## config.mk

```make
export PLATFORM = sky130hd
export DESIGN_NAME = fsm_hold_detect
export DESIGN_NICKNAME = d
export VERILOG_FILES = /design/src/rtl/fsm_hold_pkg.sv /design/src/rtl/fsm_hold_channel.sv /design/src/rtl/fsm_hold_detect.sv
export SDC_FILE = /design/constraint.sdc
export NUM_CORES = 1
export LEC_CHECK = 0
export CAP_MARGIN = 10
export CORE_MARGIN = 2
export CORE_UTILIZATION = 45
export DETAILED_ROUTE_END_ITERATION = 8
export DONT_BUFFER_PORTS = 1
export GPL_TIMING_DRIVEN = 0
export PLACE_DENSITY = 0.59
export SLEW_MARGIN = 20
export SYNTH_ARGS = -nofsm -noshare
export SYNTH_HDL_FRONTEND = slang
export SYNTH_HIERARCHICAL = 1
export SYNTH_SLANG_ARGS = --single-unit
```

## constraint.sdc

```tcl
create_clock -name CLK -period 3.03 [get_ports CLK]
set_input_delay 0.303 -clock CLK [delete_from_list [all_inputs] [get_ports CLK]]
set_output_delay 0.303 -clock CLK [all_outputs]
set_load 0.05 [all_outputs]
```

## src/rtl/fsm_hold_pkg.sv

```systemverilog
// Shared types and constants for the multi-channel hold detector.
// Optional feature macro: FSM_HOLD_AUTOREPEAT_EN (auto-repeat of detections while held).
package fsm_hold_pkg;

  typedef enum logic [4:0] {
    IDLE = 5'b00001,
    ST   = 5'b00010,
    HD   = 5'b00100,
    DP   = 5'b01000,
    DT   = 5'b10000
  } state_t;

  // Output bits per state, ordered {START, CLR, Y, Y_PULSE}
  localparam logic [3:0] OUT_IDLE = 4'b0100;
  localparam logic [3:0] OUT_ST   = 4'b1000;
  localparam logic [3:0] OUT_HD   = 4'b0000;
  localparam logic [3:0] OUT_DP   = 4'b0011;
  localparam logic [3:0] OUT_DT   = 4'b0010;

  function automatic int cnt_width(input int hold_cycles, input int repeat_cycles);
    int max_cycles;
    max_cycles = (hold_cycles > repeat_cycles) ? hold_cycles : repeat_cycles;
    return $clog2(max_cycles + 1);
  endfunction

endpackage

```

## src/rtl/fsm_hold_channel.sv

```systemverilog
// One hold-detect channel: one-hot Moore FSM plus its hold/repeat counter.
// Optional feature macro: FSM_HOLD_AUTOREPEAT_EN.
module fsm_hold_channel
  import fsm_hold_pkg::*;
#(
  parameter int HOLD_CYCLES   = 4,
  parameter int REPEAT_CYCLES = 8
) (
  input  logic clk_i,
  input  logic rst_i,
  input  logic x_i,
  output logic start_o,
  output logic clr_o,
  output logic y_o,
  output logic y_pulse_o
);

`ifdef FSM_HOLD_AUTOREPEAT_EN
  localparam int CW = cnt_width(HOLD_CYCLES, REPEAT_CYCLES);
  localparam logic [CW-1:0] REPEAT_LAST = CW'(REPEAT_CYCLES - 1);
`else
  localparam int CW = cnt_width(HOLD_CYCLES, 1);
`endif
  localparam logic [CW-1:0] HOLD_LAST = CW'(HOLD_CYCLES - 1);

  if (HOLD_CYCLES < 1 || REPEAT_CYCLES < 1) begin : g_param_check
    $error("fsm_hold_channel: HOLD_CYCLES and REPEAT_CYCLES must be >= 1");
  end

  // Plain vector so corrupted (non-one-hot) codes stay representable and recover to IDLE
  logic [4:0]    state_q, state_d;
  logic [CW-1:0] cnt_q, cnt_d;
  logic [3:0]    out_bits;

  always_comb begin
    state_d = IDLE;
    cnt_d   = '0;
    case (state_q)
      IDLE: if (x_i) state_d = ST;
      ST:   state_d = HD;
      HD: begin
        if (!x_i) begin
          state_d = IDLE;
        end else if (cnt_q == HOLD_LAST) begin
          state_d = DP;
        end else begin
          state_d = HD;
          cnt_d   = cnt_q + CW'(1);
        end
      end
      DP:   state_d = x_i ? DT : IDLE;
      DT: begin
        if (!x_i) begin
          state_d = IDLE;
        end else begin
`ifdef FSM_HOLD_AUTOREPEAT_EN
          if (cnt_q == REPEAT_LAST) begin
            state_d = DP;
          end else begin
            state_d = DT;
            cnt_d   = cnt_q + CW'(1);
          end
`else
          state_d = DT;
`endif
        end
      end
      default: state_d = IDLE;
    endcase
  end

  always_ff @(posedge clk_i or posedge rst_i) begin
    if (rst_i) begin
      state_q <= IDLE;
      cnt_q   <= '0;
    end else begin
      state_q <= state_d;
      cnt_q   <= cnt_d;
    end
  end

  always_comb begin
    out_bits = OUT_IDLE;
    case (state_q)
      IDLE:    out_bits = OUT_IDLE;
      ST:      out_bits = OUT_ST;
      HD:      out_bits = OUT_HD;
      DP:      out_bits = OUT_DP;
      DT:      out_bits = OUT_DT;
      default: out_bits = OUT_IDLE;
    endcase
  end

  assign {start_o, clr_o, y_o, y_pulse_o} = out_bits;

endmodule

```

## src/rtl/fsm_hold_detect.sv

```systemverilog
// Multi-channel hold detector: CHANNELS independent hold-detect FSMs plus ANY_Y.
// Optional feature macro: FSM_HOLD_AUTOREPEAT_EN (handled inside each channel).
module fsm_hold_detect
  import fsm_hold_pkg::*;
#(
  parameter int CHANNELS      = 4,
  parameter int HOLD_CYCLES   = 4,
  parameter int REPEAT_CYCLES = 8
) (
  input  logic                CLK,
  input  logic                RESET,
  input  logic [CHANNELS-1:0] X,
  output logic [CHANNELS-1:0] START,
  output logic [CHANNELS-1:0] CLR,
  output logic [CHANNELS-1:0] Y,
  output logic [CHANNELS-1:0] Y_PULSE,
  output logic                ANY_Y
);

  if (CHANNELS < 1) begin : g_param_check
    $error("fsm_hold_detect: CHANNELS must be >= 1");
  end

  for (genvar c = 0; c < CHANNELS; c++) begin : g_ch
    fsm_hold_channel #(
      .HOLD_CYCLES  (HOLD_CYCLES),
      .REPEAT_CYCLES(REPEAT_CYCLES)
    ) u_ch (
      .clk_i    (CLK),
      .rst_i    (RESET),
      .x_i      (X[c]),
      .start_o  (START[c]),
      .clr_o    (CLR[c]),
      .y_o      (Y[c]),
      .y_pulse_o(Y_PULSE[c])
    );
  end

  assign ANY_Y = |Y;

endmodule

```

# Word-level counts from Yosys, hierarchy flattened
# Index checks and enable logic that the tools add are counted.
[totals]
latch_bits = 0
in_bits = 6
regBits = 32
output_inout_bits = 17
ramBits = 0
mem_count = 0
romBits = 0
wordCells = 77
[op_classes]
order_cmp = 0
mux = 36
addsub = 4
shift = 0
eq_ne = 24
n_reduce_logical = 5
multipliers = 0
bitwise = 0
div_mod_pow = 0
[op_table]
columns = ["operator", "n"]
rows = [
  ["one-hot mux 5 bit (4 select lines)", 4],
  ["one-hot mux 4 bit (4 select lines)", 4],
  ["two-way mux 5 bit", 8],
  ["two-way mux 3 bit", 12],
  ["== test 5 x 1 -> 1 bit, second input constant", 4],
  ["== test 5 x 2 -> 1 bit, second input constant", 4],
  ["== test 5 x 3 -> 1 bit, second input constant", 4],
  ["== test 5 x 4 -> 1 bit, second input constant", 4],
  ["== test 5 bit, second input constant", 4],
  ["two-way mux 4 bit", 4],
  ["adder 3 x 1 -> 3 bit, second input constant", 4],
  ["== test 3 x 2 -> 1 bit, second input constant", 4],
  ["two-way mux 2 bit", 4],
  ["OR reduction 2 bit", 4],
  ["OR reduction 4 bit", 1],
]

# Longest topological paths before layout
[depth]
depth_word = 4
depth_mapped = 3
mapped_depth_nobuf = 3

# By module
# The synthesis kept the hierarchy.
[by_module_without_submodules]
columns = ["module", "n_inst", "area_per_inst_um2", "seq_area_each_um2", "cells_per_inst"]
rows = [
  ["fsm_hold_channel", 4, 415.4, 201.4, 39],
  ["fsm_hold_detect", 1, 7.5, 0.0, 1],
]

# Least setup slack after synthesis
# OpenSTA, ideal clock, no wires.
[synth_timing]
path_kind = "reg2out"
startpoint = "reg g_ch[1].u_ch.state_q[3]"
endpoint = "out ANY_Y"
n_path_buf = 0
stages_incl_launch_ff = 4
required_ns = 2.727
setup_slack_ns = 0.717
t_arrival_ns = 2.010
cell_sequence = "dfrtp_1 xnor2_1 nor4_2 or4_1"
[synth_between]
elab_chain_len = 3
elab_cells_between_ends = 6
classes_between = "eq/ne (4); mux (1); reduce/logical (1)"
[synth_rtl]
columns = ["item", "line", "rtl"]
rows = [
  ["start: declaration", "fsm_hold_channel.sv:31", "logic [4:0] state_q, state_d;"],
  ["start signal: assignment", "fsm_hold_channel.sv:77", "state_q <= state_d;"],
  ["== test 5 bit, or another cell as far along", "fsm_hold_channel.sv:84", "case (state_q)"],
  ["one-hot mux 4 bit (4 select lines) (*)", "fsm_hold_channel.sv:84", ""],
  ["named net Y[1]", "fsm_hold_detect.sv:15", "output logic [CHANNELS-1:0] Y,"],
  ["OR reduction 4 bit (*)", "fsm_hold_detect.sv:39", "assign ANY_Y = |Y;"],
  ["end: declaration", "fsm_hold_detect.sv:17", "output logic ANY_Y"],
]
# Mark *: on every way through the listed nets, which the timed path passes. The rest lies on a longest branch.

# Worst setup path in the final report
[layout_timing]
startpoint = "reg g_ch[2].u_ch.state_q[3]"
endpoint = "out ANY_Y"
[layout_between]
elab_chain_len = 3
elab_cells_between_ends = 6
classes_between = "eq/ne (4); mux (1); reduce/logical (1)"
[layout_rtl]
columns = ["item", "line"]
rows = [
  ["start: declaration", "fsm_hold_channel.sv:31"],
  ["start signal: assignment", "fsm_hold_channel.sv:77"],
  ["== test 5 bit, or another cell as far along", "fsm_hold_channel.sv:84"],
  ["one-hot mux 4 bit (4 select lines) (*)", "fsm_hold_channel.sv:84"],
  ["named net Y[2]", "fsm_hold_detect.sv:15"],
  ["OR reduction 4 bit (*)", "fsm_hold_detect.sv:39"],
]
# Marks and branches as above.

==> results.toml <==
[yosys]
synthMostInstantiatedCell = "dfrtp_1"
yosys-top-cells-count = "28 x dfrtp_1, 20 x inv_1, 16 x nor2b_1"
synth_nets = 167
ys_seq_area_share_pct = 48.3
synthCells = 157
syn_area_per_cell_um2 = 10.6
synth_top_area_share_pct = 42.0
ys_ff_latch = 32
synth_cell_types = 23
synth_edf_count = 0
yosys-top-cells-area = "dfrtp_1 42%, dfstp_2 6.3%, nor2b_1 6.0%, inv_1 4.5%, nand4b_1 4.2%"
postSynth.topFlopCell = "dfrtp_1"
synth_top_area_cell = "dfrtp_1"
yosysWarningCount = 6
synth-async-reset-ratio_pct = 100
syn_area_um2 = 1670

[worst_hold_path]
min_to = "g_ch[2].u_ch/state_q[4]"
worstHoldPathType = "input port to register"
hp-start = "X[2]"
hold_depth = 1

[placement]
post-dp-hpwl_um = 2360
gp_congestion = 0.759
io_buffers = 0

[routing]
ant_nets = 0
wl_met3_um = 158
wl_per_cell_um = 14.3
via_per_inst = 5.59
firstDrtPassIters = 6
wl_met1_um = 1300
first_iter_violations = 26
top_layer = "met4"
drt_wl_total_um = 3050
route.detailed.drc = 0
routed-wl-met2_um = 1550
num_vias = 1197

[setup_path]
cp-start-kind = "register"
regToRegSetupSlack_ns = 1.47
timing.rr.end = "g_ch[2].u_ch/state_q[4]"
rr_worst_depth = 3
path_class = "register to output pin"
cp-end-kind = "output pin"
crit_arrival_ns = 2.07
path_max_fanout = 6
required_ns = 2.73
timing.rr.start = "g_ch[2].u_ch/state_q[3]"

[floorplanning]
num_io_pins = 23
die_area_um2 = 4210
rows = 22
fp.dieW_um = 64.9
start_util_pct = 46.3
die_y_um = 64.9
core-area_um2 = 3610

[clocking]
cts_sinks = 32
clk_latency_ns = 0.27
cts_buffers = 5
cts-htree-levels = 2
cts-root-buf = "clkbuf_8"
cts_buffer_depth = 2
cts_tree = "built"
cts.clk_slew.worst_paths_ns = 0.07

[pwr]
vdd_drop_max_uv = 600
leakagePower_nw = 0.855
p_total_mw = 1.43
p_per_area_nw_per_um2 = 753

[sta]
fmax_mhz = 421
grt_setup_unrepaired = "no"
finClkSkew_ns = 0.00818
worst_slew_pin_slew_ns = 0.832
drv_slew = 0
period_share_pct = 78.4
setup_tns_ns = 0
max-slew-margin-rel_pct = 44.1
final-setup-viol-count = 0
finalHoldViolations = 0
min_period_ns = 2.38

[global_route]
track_usage_pct = 17.2
grt_pass1_vias = 1286
antenna_found_initial = 0
grt_pass1_wl_um = 5640
grt_max_degree = 11
overflow = 0

[outcome]
status = "completed"

[layout]
fill_cells = 342
diodes = 0
multi_input_area_um2 = 823
nNetsFinal = 175
regArea_um2 = 806
areaGrowthSynthToFinish_pct = 13.9
drive_gt1_share_pct = 14.5

[job]
maxCapViolations = 0
==> kinds of logic (layout without fill, tap and decap cells) <==
kind of cell	count (synthesis)	after routing	share of synthesized area (%)
compound gates	24	24	10.8
xor+xnor	4	4	2.10
fa+ha+maj	4	4	3.00
buf+inv	20	29	4.50
flops	32	32	48.3
simple gates	73	73	31.3
==> through the flow <==
stage / cells / setup WS [ns] / cell area (µm²) / hold WS [ns] / util (%)
after floorplan: 157 / 0.717 / 1670 / 0.118 / -
after global placement: 205 / 0.519 / 1730 / 0.144 / 48.0
final: 214 / 0.654 / 1900 / 0.155 / 52.7
after global routing: 214 / 0.516 / 1900 / 0.149 / 52.7
after detailed placement: 205 / 0.913 / 1760 / 0.148 / 48.9
after CTS: 214 / 0.619 / 1900 / 0.146 / 52.7
==> sequential cells by signal, indices dropped and copies added (netlist names) <==
signal	count
g_ch.u_ch/cnt_q	12
g_ch.u_ch/state_q	20
==> layer usage <==
layer | vias to the layer above | GRT usage (%)
met5 | - | 0
li1 | 569 | -
met2 | 23 | 29.0
met4 | 0 | 6.38
met3 | 5 | 4.69
met1 | 600 | 21.1
==> placed cells by master, fill, tap and decap left out, drive strengths merged, types with 7 or more instances in the layout <==
master	instances
o21ai	8
nor2b	16
nand4b	8
nor2	12
inv	20
dfrtp	28
clkbuf	7
==> timing repair <==
item | CTS | global route
buffers inserted | 0 | 0
hold buffers | 1 | 0
gates resized for setup | 0 | 0
hold endpoints to repair | 28 | 0
==> report_power, final <==
group,switching [mW],internal [mW]
Sequential,0.126,0.506
Clock,0.143,0.290
Combinational,0.221,0.145
Total,0.490,0.941
==> critical path, cell delays in order (launching register included) <==
cell     delay [ns]
dfrtp_1        0.44
xnor2_1        0.20
nor4_4         0.64
or4_1          0.52
==> final cells by class <==
cell class              count  area share, %
clock buffers               7           5.07
well taps                  48           3.16
inverters                  20           3.95
clock inverters             1           1.58
multi-input cells         105           43.3
flip-flops and latches     32           42.4
repair buffers              1          0.527
==> worst max-delay path by stage <==
| stage | startpoint | to | slack, ns |
|---|---|---|---|
| final | g_ch[2].u_ch/state_q[3] | ANY_Y | 0.65 |
| after global routing | g_ch[3].u_ch/state_q[3] | ANY_Y | 0.52 |
| after CTS | g_ch[3].u_ch/state_q[3] | ANY_Y | 0.62 |
| after detailed placement | g_ch[3].u_ch/state_q[3] | ANY_Y | 0.91 |
| after global placement | g_ch[3].u_ch/state_q[3] | ANY_Y | 0.52 |
| after floorplan | g_ch[1].u_ch/state_q[3] | ANY_Y | 0.72 |
Power figures use the tool's default switching activity.
